**src/rtl/adc_decimator_pkg.sv**
```systemverilog
// Shared definitions for the ADC decimator front end: FSM encoding, default
// decimation depth and the fractional-bit convention used downstream.
package adc_decimator_pkg;

  localparam int unsigned DEFAULT_MAX_DECIM_LOG2 = 4;

  // Output carries MAX_DECIM_LOG2 fractional bits; downstream Q scaling relies on this.
  localparam int unsigned DEFAULT_FRAC_BITS = DEFAULT_MAX_DECIM_LOG2;

  typedef enum logic {
    IDLE  = 1'b0,
    ACCUM = 1'b1
  } dec_state_t;

  function automatic int unsigned clamp_decim(input int unsigned req,
                                              input int unsigned max_log2);
    return (req > max_log2) ? max_log2 : req;
  endfunction

endpackage

```
**src/rtl/adc_sample_sign.sv**
```systemverilog
// Converts a raw ADC code to two's complement and flags full-scale (clipping) codes.
module adc_sample_sign #(
  parameter int unsigned X_WIDTH = 12
) (
  input  logic                      offset_binary,
  input  logic [X_WIDTH-1:0]        raw,
  output logic signed [X_WIDTH-1:0] sample_c,
  output logic                      clip_code_c
);

  localparam logic [X_WIDTH-1:0] MSB_MASK = {1'b1, {(X_WIDTH-1){1'b0}}};
  localparam logic [X_WIDTH-1:0] CODE_MIN = {1'b1, {(X_WIDTH-1){1'b0}}};
  localparam logic [X_WIDTH-1:0] CODE_MAX = {1'b0, {(X_WIDTH-1){1'b1}}};

  logic [X_WIDTH-1:0] code_c;

  // Offset-binary extremes map onto the two's-complement extremes after the MSB flip.
  always_comb begin
    code_c      = offset_binary ? (raw ^ MSB_MASK) : raw;
    sample_c    = code_c;
    clip_code_c = (code_c == CODE_MIN) || (code_c == CODE_MAX);
  end

endmodule

```
**src/rtl/adc_decimator.sv**
```systemverilog
// Boxcar decimator: averages 2^D ADC samples per frame and emits one
// sign-extended fixed-point result, with sticky clip detection.
module adc_decimator
  import adc_decimator_pkg::*;
#(
  parameter int unsigned X_WIDTH        = 12,
  parameter int unsigned PRECISION      = 24,
  parameter int unsigned MAX_DECIM_LOG2 = DEFAULT_MAX_DECIM_LOG2
) (
  input  logic                 clk,
  input  logic                 rst,
  input  logic                 en,
  input  logic                 offset_binary,
  input  logic [3:0]           decim_log2,
  input  logic                 in_valid,
  input  logic [X_WIDTH-1:0]   in_sample,
  output logic                 out_valid,
  output logic [PRECISION-1:0] out_sample,
  output logic                 clip,
  input  logic                 clip_clr
);

  localparam int unsigned A_WIDTH = X_WIDTH + MAX_DECIM_LOG2;
  localparam int unsigned CNT_W   = (MAX_DECIM_LOG2 > 0) ? MAX_DECIM_LOG2 : 1;
  localparam int unsigned D_W     = (MAX_DECIM_LOG2 > 0) ? $clog2(MAX_DECIM_LOG2 + 1) : 1;

  if (PRECISION < A_WIDTH) begin : g_precision_check
    $error("adc_decimator: PRECISION must be >= X_WIDTH + MAX_DECIM_LOG2");
  end

  dec_state_t state, state_next;

  logic signed [X_WIDTH-1:0]   sample_c;
  logic                        clip_code_c;
  logic signed [A_WIDTH-1:0]   acc;
  logic signed [A_WIDTH-1:0]   sum_c;
  logic signed [PRECISION-1:0] wide_c;
  logic [CNT_W-1:0]            count;
  logic [CNT_W-1:0]            last_count_c;
  logic [D_W-1:0]              d_active;
  logic [D_W-1:0]              d_req_c;
  logic [D_W-1:0]              shift_c;
  logic                        accept_c;
  logic                        frame_end_c;
  logic                        load_d_c;

  adc_sample_sign #(
    .X_WIDTH (X_WIDTH)
  ) u_sign (
    .offset_binary (offset_binary),
    .raw           (in_sample),
    .sample_c      (sample_c),
    .clip_code_c   (clip_code_c)
  );

  always_comb begin
    d_req_c      = D_W'(clamp_decim(32'(decim_log2), MAX_DECIM_LOG2));
    last_count_c = CNT_W'((1 << d_active) - 1);
    sum_c        = acc + A_WIDTH'(sample_c);
    wide_c       = PRECISION'(sum_c);
    shift_c      = D_W'(MAX_DECIM_LOG2) - d_active;
  end

  always_ff @(posedge clk or posedge rst) begin
    if (rst) state <= IDLE;
    else     state <= state_next;
  end

  // Next state plus datapath strobes; D is captured on entry and at each frame boundary.
  always_comb begin
    state_next  = state;
    accept_c    = 1'b0;
    load_d_c    = 1'b0;
    frame_end_c = 1'b0;
    case (state)
      IDLE: begin
        if (en) begin
          state_next = ACCUM;
          load_d_c   = 1'b1;
        end
      end
      ACCUM: begin
        if (!en) state_next = IDLE;
        else     accept_c   = in_valid;
      end
      default: state_next = IDLE;
    endcase
    frame_end_c = accept_c && (count == last_count_c);
    if (frame_end_c) load_d_c = 1'b1;
  end

  always_ff @(posedge clk or posedge rst) begin
    if (rst) begin
      out_valid  <= 1'b0;
      out_sample <= '0;
      clip       <= 1'b0;
      acc        <= '0;
      count      <= '0;
      d_active   <= '0;
    end else begin
      out_valid <= frame_end_c;
      if (frame_end_c) out_sample <= wide_c <<< shift_c;
      if (load_d_c) d_active <= d_req_c;
      // Leaving ACCUM or closing a frame both restart accumulation from zero.
      if (state_next == IDLE || frame_end_c) begin
        acc   <= '0;
        count <= '0;
      end else if (accept_c) begin
        acc   <= sum_c;
        count <= count + CNT_W'(1);
      end
      if (accept_c && clip_code_c) clip <= 1'b1;
      else if (clip_clr)           clip <= 1'b0;
    end
  end

endmodule
```
**config.mk**
```make
export PLATFORM = sky130hd
export DESIGN_NAME = adc_decimator
export DESIGN_NICKNAME = d
export VERILOG_FILES = /design/src/rtl/adc_decimator_pkg.sv /design/src/rtl/adc_sample_sign.sv /design/src/rtl/adc_decimator.sv
export SDC_FILE = /design/constraint.sdc
export NUM_CORES = 1
export LEC_CHECK = 0
export ABC_AREA = 1
export CORE_MARGIN = 1.5
export CORE_UTILIZATION = 25
export DETAILED_ROUTE_END_ITERATION = 10
export GPL_TIMING_DRIVEN = 1
export SLEW_MARGIN = 20
export SYNTH_ARGS = -nofsm -noshare
export SYNTH_HDL_FRONTEND = slang
export SYNTH_SLANG_ARGS = --single-unit
```
**constraint.sdc**
```tcl
create_clock -name clk -period 2.7 [get_ports clk]
set_input_delay 0.54 -clock clk [delete_from_list [all_inputs] [get_ports clk]]
set_output_delay 0.54 -clock clk [all_outputs]
set_load 0.01 [all_outputs]
```
==> results_dict.tcl <==
set metrics [dict create \
    grt_pass1_wl_um 16500 \
    die_h_um 124 \
    synth_edf_count 0 \
    status "finished, final reports clean" \
    vias 3504 \
    finalHoldViolCount 0 \
    critPathLaunchType "flip-flop" \
    finalCritPeriodShare 0.924 \
    fmax_ghz 0.401 \
    dieArea_um2 15300 \
    p_per_area_nw_per_um2 483 \
    coreArea_um2 14000 \
    post-route-min-period_ns 2.50 \
    drt_iter0_drc 183 \
    post_drt_wl_per_cell_um 13.0 \
    drcViolationCount 0 \
    final_area_um2 4640 \
    via_per_inst 4.65 \
    clock-skew-final_ns 0.00999 \
    worstPathArrival_ns 2.71 \
    slew_headroom 0.564 \
    syn-cell-area_um2 3640 \
    crit_path_end_kind "flip-flop" \
    path_cells "inv_1, ha_1, ha_1, inv_1, ha_1, xor2_1, nand3_1, nor2_2, nand2_4, nor2_8, buf_4, nand3_1, o211ai_1" \
    drv_cap 0 \
    grt_max_degree 50 \
    clk_pin_slew_worst_paths_ns 0.06 \
    async_flop_share 1.00 \
    clock-root-buffer "clkbuf_16" \
    yosysTopAreaCellShare 0.337 \
    synthCells 510 \
    ys_warn_count 0 \
    cts-hold-fix-buffers 0 \
    drive_gt1_frac 0.103 \
    worst_pin_slew_ns 0.654 \
    gr-usage-met3 0.0224 \
    vdd.ir_drop.worst_mv 0.239 \
    syn-num-nets 556 \
    drt_first_pass_iters 4 \
    grt_overflow_total 0 \
    worst_path_max_delay_cell "dfrtp_1" \
    row_count 43 \
    critPathBufInv 3 \
    start_util 0.259 \
    cp_common_cell "ha_1" \
    synth_ff_type "dfrtp_1" \
    rsz0062_at_grt "false" \
    htreeDepth 2 \
    detailed_place_hpwl_um 7550 \
    max_stage_delay_ns 0.41 \
    pin_count 48 \
    clkSinkCount 49 \
    synth_cell_types 37 \
    setup_viol 0 \
    io_buffers 47 \
    fin_nets 619 \
    yosysTopAreaCell "dfrtp_1" \
    synth.ff_latch_count 49 \
    track_usage 0.136 \
    crit_family "simple AND/OR/NAND/NOR gates" \
    cts_buffers 5 \
    synth_area_leaders "dfrtp_1 34%, nand3_1 16%, nand2_1 15%, ha_1 7.9%, inv_1 5.9%" \
    fin_util 0.330 \
    nFillCells 1478 \
    grtUsageMet2 0.234 \
    wl_um 9830 \
    final_max_slew_viol_count 0 \
    die_w_um 124 \
    ant_nets 0 \
    worstPathRequired_ns 2.91 \
    syn_area_per_cell_um2 7.13 \
    clockBufferDepth 2 \
    cellLeakagePower_uw 0.00237 \
    hold_path_class "reg -> reg" \
    gp_congestion 0.890 \
    antenna_cells 0 \
    placed_area_um2 4370 \
    syn2layout_area_growth_pct 27.6 \
    cts_tree "done" \
    clk_latency_ns 0.30 \
    use_met1 0.176 \
    top_usage_layer "met2" \
    seq_area_frac_synth 0.337 \
    antenna_found_initial 0 \
    worst-setup-path-type "reg -> reg" \
    grt_pass1_vias 3525 \
    critPathMaxFanout 16 \
]
per-layer routing:
layer | up-vias | part of all wire
met1 | 1640 | 0.47
met4 | 0 | 0.013
met2 | 64 | 0.48
met3 | 11 | 0.038
met5 | - | 0
li1 | 1789 | -
layout make-up:
class                           instances  area [µm²]  area share
Sequential cell                        49        1230       0.264
Clock inverter                          2        37.5     0.00809
Timing Repair Buffer                   71         651       0.140
Clock buffer                            6         139      0.0299
Multi-Input combinational cell        385        2130       0.459
Tap cell                              180         225      0.0485
Inverter                               61         231      0.0499
cell families after synthesis:
family                   count (synthesis)  share of synthesized area
buffers and inverters                   76                     0.0912
adder cells (fa/ha/maj)                 24                     0.0847
XOR/XNOR                                15                     0.0403
flip-flops                              49                      0.337
AO/OA/AOI/OAI                           43                     0.0668
AND/OR/NAND/NOR                        303                      0.380
layout by cell type (no fill, tap or decap), drive strengths merged, types with 2 or more instances in the layout:
master / instances
xor2: 13
dfrtp: 49
ha: 23
nor2: 26
inv: 60
xnor2: 2
nand4: 4
nand3: 115
a21oi: 10
o211ai: 2
nor4: 3
clkbuf: 6
clkdlybuf4s50: 47
and2: 3
a22oi: 2
buf: 24
a22o: 2
or2: 2
o21ai: 25
nand2: 149
worst paths after layout:
kind,startpoint,to,slack [ns],cells after the start
max,d_active[1],out_sample[6],0.20,13
min,out_sample[19],out_sample[19],0.50,2
max reg2reg,d_active[1],out_sample[6],0.20,13
min reg2reg,out_sample[19],out_sample[19],0.50,2
max in group asynchronous,rst,out_sample[19],1.53,3
min in group asynchronous,rst,out_valid,0.73,3
registers in the layout (all words and copies together), names as in the netlist:
| signal | count |
|---|---|
| out_valid | 1 |
| count | 4 |
| out_sample | 23 |
| d_active | 3 |
| clip | 1 |
| acc | 16 |
| state | 1 |
cells in the mapped netlist (3+ instances only):
| master | instances |
|---|---|
| dfrtp_1 | 49 |
| nand2_1 | 147 |
| clkbuf_1 | 6 |
| nor2_1 | 21 |
| o21ai_0 | 20 |
| a21oi_1 | 10 |
| nor4_1 | 3 |
| nor2_8 | 3 |
| inv_1 | 57 |
| xor2_1 | 11 |
| buf_6 | 5 |
| nand3_1 | 115 |
| o21ai_1 | 4 |
| nand4_1 | 4 |
| and2_1 | 3 |
| ha_1 | 23 |
through the flow:
step	worst slack (ns)	setup TNS, ns	cells	hold slack, ns	total power, µW
2_1_floorplan	0.0811	0	510	0.473	1270
3_3_place_gp	-0.152	-1.53	741	0.479	1480
3_5_place_dp	-0.208	-2.36	741	0.485	1490
4_1_cts	0.110	0	749	0.505	2250
5_1_grt	0.0191	0	754	0.536	2400
6_report	0.204	0	754	0.496	2240
what timing repair did:
| item | CTS | global route |
|---|---|---|
| gates resized for setup | 0 | 11 |
| setup endpoints to repair | 0 | 13 |
| buffers inserted | 0 | 5 |
worst reg2reg max path: stages (launching register included):
cell and delay [ns]:
dfrtp_1 0.41, inv_1 0.10, ha_1 0.15, ha_1 0.21
inv_1 0.06, ha_1 0.30, xor2_1 0.13, nand3_1 0.10
nor2_2 0.16, nand2_4 0.18, nor2_8 0.29, buf_4 0.17
nand3_1 0.08, o211ai_1 0.08
report_power, final:
part | total, µW | switching, µW | leakage (µW) | internal, µW
logic | 687 | 420 | 0.00162 | 267
registers | 803 | 30.1 | 0.000669 | 773
clock network | 749 | 286 | 0.0000831 | 463
Note: power is estimated with default switching activity, not from simulation.
